## src/rtl/fetch_unit.sv

```systemverilog
// Instruction-fetch stage: owns the PC, fetches one word per req/ack handshake
// and holds it for the decoder until it is consumed, then computes the next PC.
module fetch_unit #(
  parameter logic [31:0] RESET_PC = 32'h0000_0000
) (
  input  logic        clk,
  input  logic        rst_n,
  output logic        imem_req,
  output logic [31:0] imem_addr,
  input  logic        imem_ack,
  input  logic [31:0] imem_rdata,
  output logic [31:0] instr,
  output logic        instr_valid,
  input  logic        instr_ready,
  input  logic [2:0]  pc_control,
  input  logic [31:0] reg_rs,
  output logic [31:0] pc,
  output logic [31:0] pc_plus4,
  output logic        misalign_err,
  output logic        ctrl_err
);

  typedef enum logic [1:0] {
    S_IDLE  = 2'd0,
    S_FETCH = 2'd1,
    S_HOLD  = 2'd2
  } state_t;

  state_t      r_state;
  state_t      w_state_next;
  logic [31:0] r_pc;
  logic [31:0] r_instr;
  logic        r_misalign_err;
  logic        r_ctrl_err;

  logic [31:0] w_pc_plus4;
  logic [31:0] w_br_off;
  logic [31:0] w_next_pc;
  logic        w_set_misalign;
  logic        w_set_ctrl;
  logic        w_capture;
  logic        w_consume;

  // NOTE: sequential state uses non-blocking (<=) so every flop samples pre-edge values.
  always_ff @(posedge clk or negedge rst_n) begin
    if (!rst_n) r_state <= S_IDLE;
    else        r_state <= w_state_next;
  end

  // NOTE: every output of a combinational block gets a default first; otherwise a latch is inferred.
  always_comb begin
    w_state_next = r_state;
    imem_req     = 1'b0;
    instr_valid  = 1'b0;
    case (r_state)
      S_IDLE:  w_state_next = S_FETCH;
      S_FETCH: begin
        imem_req = 1'b1;
        if (imem_ack) w_state_next = S_HOLD;
      end
      S_HOLD: begin
        instr_valid = 1'b1;
        if (instr_ready) w_state_next = S_FETCH;
      end
      default: w_state_next = S_IDLE;
    endcase
  end

  assign w_capture  = (r_state == S_FETCH) && imem_ack;
  assign w_consume  = (r_state == S_HOLD) && instr_ready;
  assign w_pc_plus4 = r_pc + 32'd4;
  assign w_br_off   = {{14{r_instr[15]}}, r_instr[15:0], 2'b00};

  always_comb begin
    w_next_pc      = w_pc_plus4;
    w_set_misalign = 1'b0;
    w_set_ctrl     = 1'b0;
    case (pc_control)
      3'b000: w_next_pc = w_pc_plus4;
      3'b001: w_next_pc = {w_pc_plus4[31:28], r_instr[25:0], 2'b00};
      3'b010: begin
        w_next_pc      = {reg_rs[31:2], 2'b00};
        w_set_misalign = |reg_rs[1:0];
      end
      3'b011: w_next_pc = w_pc_plus4 + w_br_off;
      // Reserved codes fall through sequentially and only flag the error.
      default: w_set_ctrl = 1'b1;
    endcase
  end

  always_ff @(posedge clk or negedge rst_n) begin
    if (!rst_n) begin
      r_pc           <= RESET_PC;
      r_instr        <= 32'h0;
      r_misalign_err <= 1'b0;
      r_ctrl_err     <= 1'b0;
    end else begin
      if (w_capture) r_instr <= imem_rdata;
      if (w_consume) begin
        r_pc           <= w_next_pc;
        r_misalign_err <= r_misalign_err | w_set_misalign;
        r_ctrl_err     <= r_ctrl_err | w_set_ctrl;
      end
    end
  end

  assign imem_addr    = r_pc;
  assign pc           = r_pc;
  assign pc_plus4     = w_pc_plus4;
  assign instr        = r_instr;
  assign misalign_err = r_misalign_err;
  assign ctrl_err     = r_ctrl_err;

endmodule

```

## config.mk

```make
export PLATFORM = sky130hd
export DESIGN_NAME = fetch_unit
export DESIGN_NICKNAME = d
export VERILOG_FILES = /design/src/rtl/fetch_unit.sv
export SDC_FILE = /design/constraint.sdc
export NUM_CORES = 1
export LEC_CHECK = 0
export CORE_MARGIN = 5
export CORE_UTILIZATION = 47
export CTS_BUF_LIST = sky130_fd_sc_hd__clkbuf_16
export CTS_CLUSTER_DIAMETER = 100
export DETAILED_ROUTE_END_ITERATION = 10
export PLACE_DENSITY = 0.85
export SYNTH_ARGS = -nofsm -noshare
export SYNTH_HDL_FRONTEND = slang
export SYNTH_SLANG_ARGS = --single-unit
```

## constraint.sdc

```tcl
create_clock -name clk -period 4.6 [get_ports clk]
set_clock_uncertainty 0.05 [all_clocks]
set_input_delay 0.92 -clock clk [delete_from_list [all_inputs] [get_ports clk]]
set_output_delay 0.92 -clock clk [all_outputs]
set_load 0.005 [all_outputs]
```

==> results of run 1 <==
==> cell families (layout without fill, tap and decap cells) <==
group / after synthesis / in the layout / share of synthesized area [%]
muxes: 38 / 38 / 6.93
and+or+nand+nor: 243 / 243 / 20.7
adders and majority gates: 36 / 36 / 7.48
xor gates and xnor gates: 44 / 44 / 6.52
AOI/OAI and AO/OA: 222 / 222 / 22.6
buffers and inverters: 102 / 256 / 8.67
other: 1 / 6 / 0.0613
DFF: 66 / 66 / 27.0
==> stage by stage <==
step                      std cells  worst slack (ns)  total power, mW  util [%]
after floorplan                 757              1.00             4.03         -
after global placement         1067             0.533             5.71      63.1
after detailed placement       1067             0.553             5.74      63.1
after CTS                      1083             0.518             6.55      65.6
after global routing           1083             0.230             7.11      65.6
final                          1083             0.469             6.59      65.6
==> final cells by class <==
class,count,area (um2)
multi-input combinational,589,3960
tap,172,215
fill,1083,4360
timing repair buffer,210,2060
sequential,66,1650
clock buffer,9,225
clock inverter,7,93.8
inverter,30,113
==> registers in the layout, summed over array words and instances (netlist names) <==
signal,flops
ctrl_err,1
misalign_err,1
imem_addr,30
r_state,2
instr,32
==> critical path: stages (launching register included) <==
cell,delay [ns]
dfrtp_1,0.58
nand4_1,0.22
or4_4,0.57
nor2_1,0.19
and3_1,0.24
xor2_1,0.32
ha_1,0.32
a21oi_1,0.09
o21ai_0,0.35
a211oi_1,0.14
o31ai_1,0.32
mux2_2,0.38
a21oi_1,0.12
o211ai_1,0.10
==> cells in the final DEF, fill, tap and decap left out, types with 9 or more instances in the layout <==
cell / synthesis / layout
a21oi_1: 59 / 59
a22oi_1: 9 / 9
a31oi_1: 17 / 17
and3_1: 11 / 11
buf_4: 37 / 14
clkbuf_16: 0 / 9
clkdlybuf4s50_1: 0 / 195
dfrtp_1: 66 / 66
ha_1: 35 / 35
inv_1: 29 / 29
mux2_2: 35 / 35
nand2_1: 64 / 64
nand2b_1: 15 / 15
nand3_1: 25 / 25
nand4_1: 15 / 15
nor2_1: 56 / 56
nor3_1: 14 / 14
o21ai_0: 53 / 53
o22ai_1: 18 / 18
xnor2_1: 32 / 32
xor2_1: 11 / 11
==> worst paths after layout <==
check | from | end | slack, ns | depth (start not counted)
worst max-delay path | imem_addr[15] | imem_addr[30] | 0.47 | 13
worst min-delay path | ctrl_err | ctrl_err | 0.41 | 1
worst max register to register | imem_addr[15] | imem_addr[30] | 0.47 | 13
worst min register to register | ctrl_err | ctrl_err | 0.41 | 1
max in group asynchronous | rst_n | instr[10] | 2.82 | 2
min in group asynchronous | rst_n | imem_addr[29] | 0.75 | 1
==> metal layers <==
metal,up-vias,track usage [%]
li1,3020,-
met1,3011,36.0
met2,395,45.6
met3,54,9.08
met4,0,10.9
met5,-,0
==> where the power goes <==
part / switching, mW / internal, mW
registers: 0.499 / 0.864
logic: 2.16 / 2.31
clock network: 0.283 / 0.473
==> key figures, run 1 <==
Place
  • PortBufs: 196
  • Final Wtd Congestion: 1.07
  • Final HPWL DP: 16.5 mm
  • DP Area: 0.00800 mm2

Synthesis
  • Asr flop ratio synth: 100%
  • Post-synth EDFFs: 0
  • Syn Area/Cell: 8.14 um2
  • Synth top area cells: dfrtp_1 (27%), ha_1 (7.2%), mux2_2 (6.4%)
  • Commonest register cell after synthesis: dfrtp_1
  • Synth Instances: 752
  • Seq cells post-synth: 66
  • Synth area leader: dfrtp_1
  • Cell Area, Synth: 0.00612 mm2
  • Synth cell count leaders: dfrtp_1 (66), nand2_1 (64), a21oi_1 (59)
  • Yosys warning count: 0
  • Synth unique cells: 75
  • Share of the synthesized area in the top cell type: 27.0%
  • Seq/Total Area, Yosys: 27.0%
  • Most frequent cell after synthesis: dfrtp_1

Power and ir drop
  • Peak VDD IR: 423 uV
  • PwrDens: 793 mW/mm2
  • Leakage: 3.34 nW

Timing
  • Crit share post-route: 89.8%
  • Final Hold Viols: 0
  • RSZ-0062 raised after global routing: false
  • Minimum clock period: 4.13 ns
  • Final Max Slew Viols: 0
  • Worst-margin pin slew: 1.13 ns
  • Relative slew slack: 24.4%
  • Final setup fails: 0
  • Fmax: 242 MHz
  • Total negative slack: 0 ns
  • Hold_ws: 0.406 ns

Detailed routing
  • Total iterations of the first detailed-routing run: 7
  • Via count: 6,480
  • Met2 WL: 10.2 mm
  • Routed WL per cell: 20.1 um
  • Met1 Wirelength: 8.47 mm
  • DR WL met3: 2.58 mm
  • DR top layer: met4
  • DR DRC count: 0
  • 1st-iter DRT viols: 570
  • Vias/cell: 5.98
  • DRT Wirelength: 21.7 mm
  • Antenna viol nets, final: 0

Clocking
  • Cts hold-fix bufs: 0
  • CTS Buf Count: 9
  • CTS root buffer: clkbuf_16
  • Clk buf depth: 2
  • # Post-CTS Setup Buffers: 0
  • Clock Latency Late Sink: 0.34 ns
  • CTS resizes: 0
  • CTS tree: yes
  • H-tree Lvls: 3
  • Clock transition at the registers of the reported paths: 0.06 ns
  • CTS sink count: 66

Critical path
  • Req. time, crit path: 4.75 ns
  • Worst setup path class: reg2reg
  • Crit end category: flip-flop
  • Arr. time, crit path: 4.28 ns
  • Critical Path Start Type: flip-flop
  • Worst-path fanout max: 10

Run status
  • Status: finished clean

Floorplan
  • Die Wd: 124 um
  • # rows: 41
  • Initial Util: 48.3%
  • Core area: 0.0127 mm2
  • Chip Height: 124 um
  • Ports: 203
  • Die area: 0.0154 mm2

Final layout
  • Share of cells above drive strength 1: 8.67%
  • N_diodes: 0
  • Nets: 1,013
  • Area growth syn-to-layout: 35.9%
  • Fin area: 0.00832 mm2

GRT
  • Antenna violations before repair: 0
  • GRT Overall Usage: 28.5%
  • Gr ovfl total: 0
  • Largest net degree at the start of global routing: 45
  • Vias in the first global route: 6,397
  • First-pass GRT wire length: 33.9 mm

Run
  • Max-cap violations: 0

Hold path
  • Worst hold path type: reg2reg
Note: power is estimated with default switching activity, not from simulation.
==> run 2: changes to the inputs <==
--- a/config.mk
+++ b/config.mk
@@ -11,6 +11,7 @@
 export CTS_CLUSTER_DIAMETER = 100
 export DETAILED_ROUTE_END_ITERATION = 10
 export PLACE_DENSITY = 0.85
+export SETUP_SLACK_MARGIN = 0.5
 export SYNTH_ARGS = -nofsm -noshare
 export SYNTH_HDL_FRONTEND = slang
 export SYNTH_SLANG_ARGS = --single-unit
==> run 2 against run 1 <==
Compared with the run above:
- critical path depth decreased by 7
- worst setup slack improved by 0.12 ns
- cell area increased by 0.17%
- total power increased by 0.28%
- sequential power about the same
- highest routed layer unchanged
- hold slack about the same
- global-route usage unchanged
- clock-buffer cell count unchanged
- first-iteration DRC count increased by 5.3%
- critical path type is now reg2out
- die area unchanged
- final cell count unchanged
==> key figures, run 2 (same netlist as run 1, synthesis figures left out) <==
Hold path
  • Hold Path End: ctrl_err (unchanged)
  • Worst hold path type: reg2reg (unchanged)
  • Hold Crit Depth: 1 (unchanged)
  • Hold Path Origin: ctrl_err (unchanged)

Detailed routing
  • DR DRC count: 0 (unchanged)
  • Routed WL per cell: 20.0 um (was 20.1 um)
  • Vias/cell: 5.97 (was 5.98)
  • Antenna viol nets, final: 0 (unchanged)
  • DRT Wirelength: 21.7 mm (about the same)
  • Total iterations of the first detailed-routing run: 6 (was 7)
  • Via count: 6,470 (was 6,480)
  • 1st-iter DRT viols: 600 (was 570)

Place
  • DP Worst Slack: 0.553 ns (unchanged)
  • Final HPWL DP: 16.5 mm (unchanged)
  • PortBufs: 196 (unchanged)
  • Final Wtd Congestion: 1.07 (unchanged)

Timing
  • Final Max Slew Viols: 0 (unchanged)
  • Worst-margin pin slew: 1.11 ns (was 1.13 ns)
  • Minimum clock period: 4.01 ns (was 4.13 ns)
  • Fmax: 250 MHz (was 242 MHz)
  • RSZ-0062 raised after global routing: true (was false)
  • Final setup fails: 0 (unchanged)
  • Crit share post-route: 87.1% (was 89.8%)
  • Worst Slack Setup Final: 0.592 ns (was 0.469 ns)
  • Hold_ws: 0.406 ns (about the same)
  • Relative slew slack: 26.1% (was 24.4%)
  • Total negative slack: 0 ns (unchanged)
  • Final Hold Viols: 0 (unchanged)

Clocking
  • Cts hold-fix bufs: 0 (unchanged)
  • CTS resizes: 0 (unchanged)
  • Clock transition at the registers of the reported paths: 0.06 ns (about the same)
  • CTS Buf Count: 9 (unchanged)
  • CTS sink count: 66 (unchanged)
  • Clock Latency Late Sink: 0.34 ns (about the same)
  • # Post-CTS Setup Buffers: 0 (unchanged)
  • CTS root buffer: clkbuf_16 (unchanged)
  • H-tree Lvls: 3 (unchanged)
  • Clk buf depth: 2 (unchanged)
  • CTS tree: yes (unchanged)

Final layout
  • Nets: 1,013 (unchanged)
  • Area growth syn-to-layout: 36.1% (was 35.9%)
  • Most common cell after layout, fill and taps aside: clkdlybuf4s50_1 (unchanged)
  • Share of cells above drive strength 1: 9.55% (was 8.67%)
  • N_diodes: 0 (unchanged)
  • Largest register FFs: 32 (unchanged)
  • Fillers: 1,080 (was 1,083)
  • Most frequent cells in the layout: clkdlybuf4s50_1 (195), nand2_1 (64), dfrtp_1 (60), a21oi_1 (59), nor2_1 (55) (was clkdlybuf4s50_1 (195), dfrtp_1 (66), nand2_1 (64), a21oi_1 (59), nor2_1 (56))

Power and ir drop
  • Sw Share: 44.6% (about the same)
  • Peak VDD IR: 424 uV (was 423 uV)
  • Switching power total: 2.95 mW (was 2.94 mW)
  • Comb pwr share: 67.8% (was 67.9%)
  • Clock power share: 11.5% (about the same)
  • Internal: 3.66 mW (was 3.65 mW)
  • Leakage: 3.33 nW (was 3.34 nW)
  • Seq pwr share: 20.7% (about the same)
  • PnR Total Power: 6.61 mW (was 6.59 mW)
  • PwrDens: 794 mW/mm2 (was 793 mW/mm2)

GRT
  • Vias in the first global route: 6,397 (unchanged)
  • Gr ovfl total: 0 (unchanged)
  • Antenna violations before repair: 0 (unchanged)
  • First-pass GRT wire length: 33.9 mm (unchanged)
  • Largest net degree at the start of global routing: 45 (unchanged)
  • GRT Overall Usage: 28.5% (unchanged)

Critical path
  • Crit end category: output pin (was flip-flop)
  • FF-to-FF End: imem_addr[30] (unchanged)
  • Req. time, crit path: 3.63 ns (was 4.75 ns)
  • Setup slack, reg-to-reg: 0.66 ns (was 0.47 ns)
  • FF-to-FF path depth: 13 (unchanged)
  • R2r startpoint: imem_addr[10] (was imem_addr[15])
  • Arr. time, crit path: 3.04 ns (was 4.28 ns)
  • Critical Path Start Type: flip-flop (unchanged)
  • Worst-path fanout max: 7 (was 10)
  • Worst setup path class: reg2out (was reg2reg)

Run status
  • Status: finished clean (unchanged)

Run
  • Max-cap violations: 0 (unchanged)

Floorplan
  • Ports: 203 (unchanged)
  • Die area: 0.0154 mm2 (unchanged)
  • Core area: 0.0127 mm2 (unchanged)
  • Chip Height: 124 um (unchanged)
  • Initial Util: 48.3% (unchanged)
  • # rows: 41 (unchanged)
  • Die Wd: 124 um (unchanged)
-- run 2: per-stage QoR --
stage / utilization [%] / instances / cell area (um2)
2_1_floorplan: - / 757 / 6140
3_3_place_gp: 63.1 / 1067 / 8000
3_5_place_dp: 63.1 / 1067 / 8000
4_1_cts: 65.6 / 1083 / 8320
5_1_grt: 65.7 / 1083 / 8330
6_report: 65.7 / 1083 / 8330
-- run 2: area by class of cell --
class	count	area, um2	share of cell area (%)
multi-input cells	589	3960	47.6
repair buffers	210	2060	24.8
flip-flops and latches	66	1660	19.9
clock buffers	9	225	2.70
well taps	172	215	2.58
inverters	30	113	1.35
clock inverters	7	93.8	1.13
-- run 2: worst max-delay path, stage by stage (launching register included) --
cell and delay (ns):
dfrtp_1 0.48, nand3_1 0.21, or4_4 0.62, or2_2 0.39, nor2_2 0.20, xor2_1 0.24, clkdlybuf4s50_1 0.55
-- run 2: power groups by stage --
stage	clock network, mW	registers, mW	logic (mW)
finish	0.758	1.37	4.48
global route	0.790	1.42	4.92
CTS	0.763	1.35	4.43
detailed placement	0	1.36	4.39
global placement	0	1.35	4.36
floorplan	0	1.23	2.80
-- run 2: routing by layer --
metal  wire [um]  track usage (%)
met1        8350             36.0
met2       10200             45.6
met3        2690             9.08
met4         427             10.9
met5           0                0
-- run 2: worst max path at each step --
stage	from	end	slack, ns	cells after the start
final	imem_addr[10]	pc_plus4[30]	0.59	6
after global routing	imem_addr[10]	imem_addr[30]	0.47	13
after CTS	imem_addr[15]	imem_addr[30]	0.52	13
after detailed placement	imem_addr[15]	imem_addr[30]	0.55	13
after global placement	imem_addr[15]	imem_addr[30]	0.53	13
after floorplan	imem_addr[11]	imem_addr[30]	1.00	14
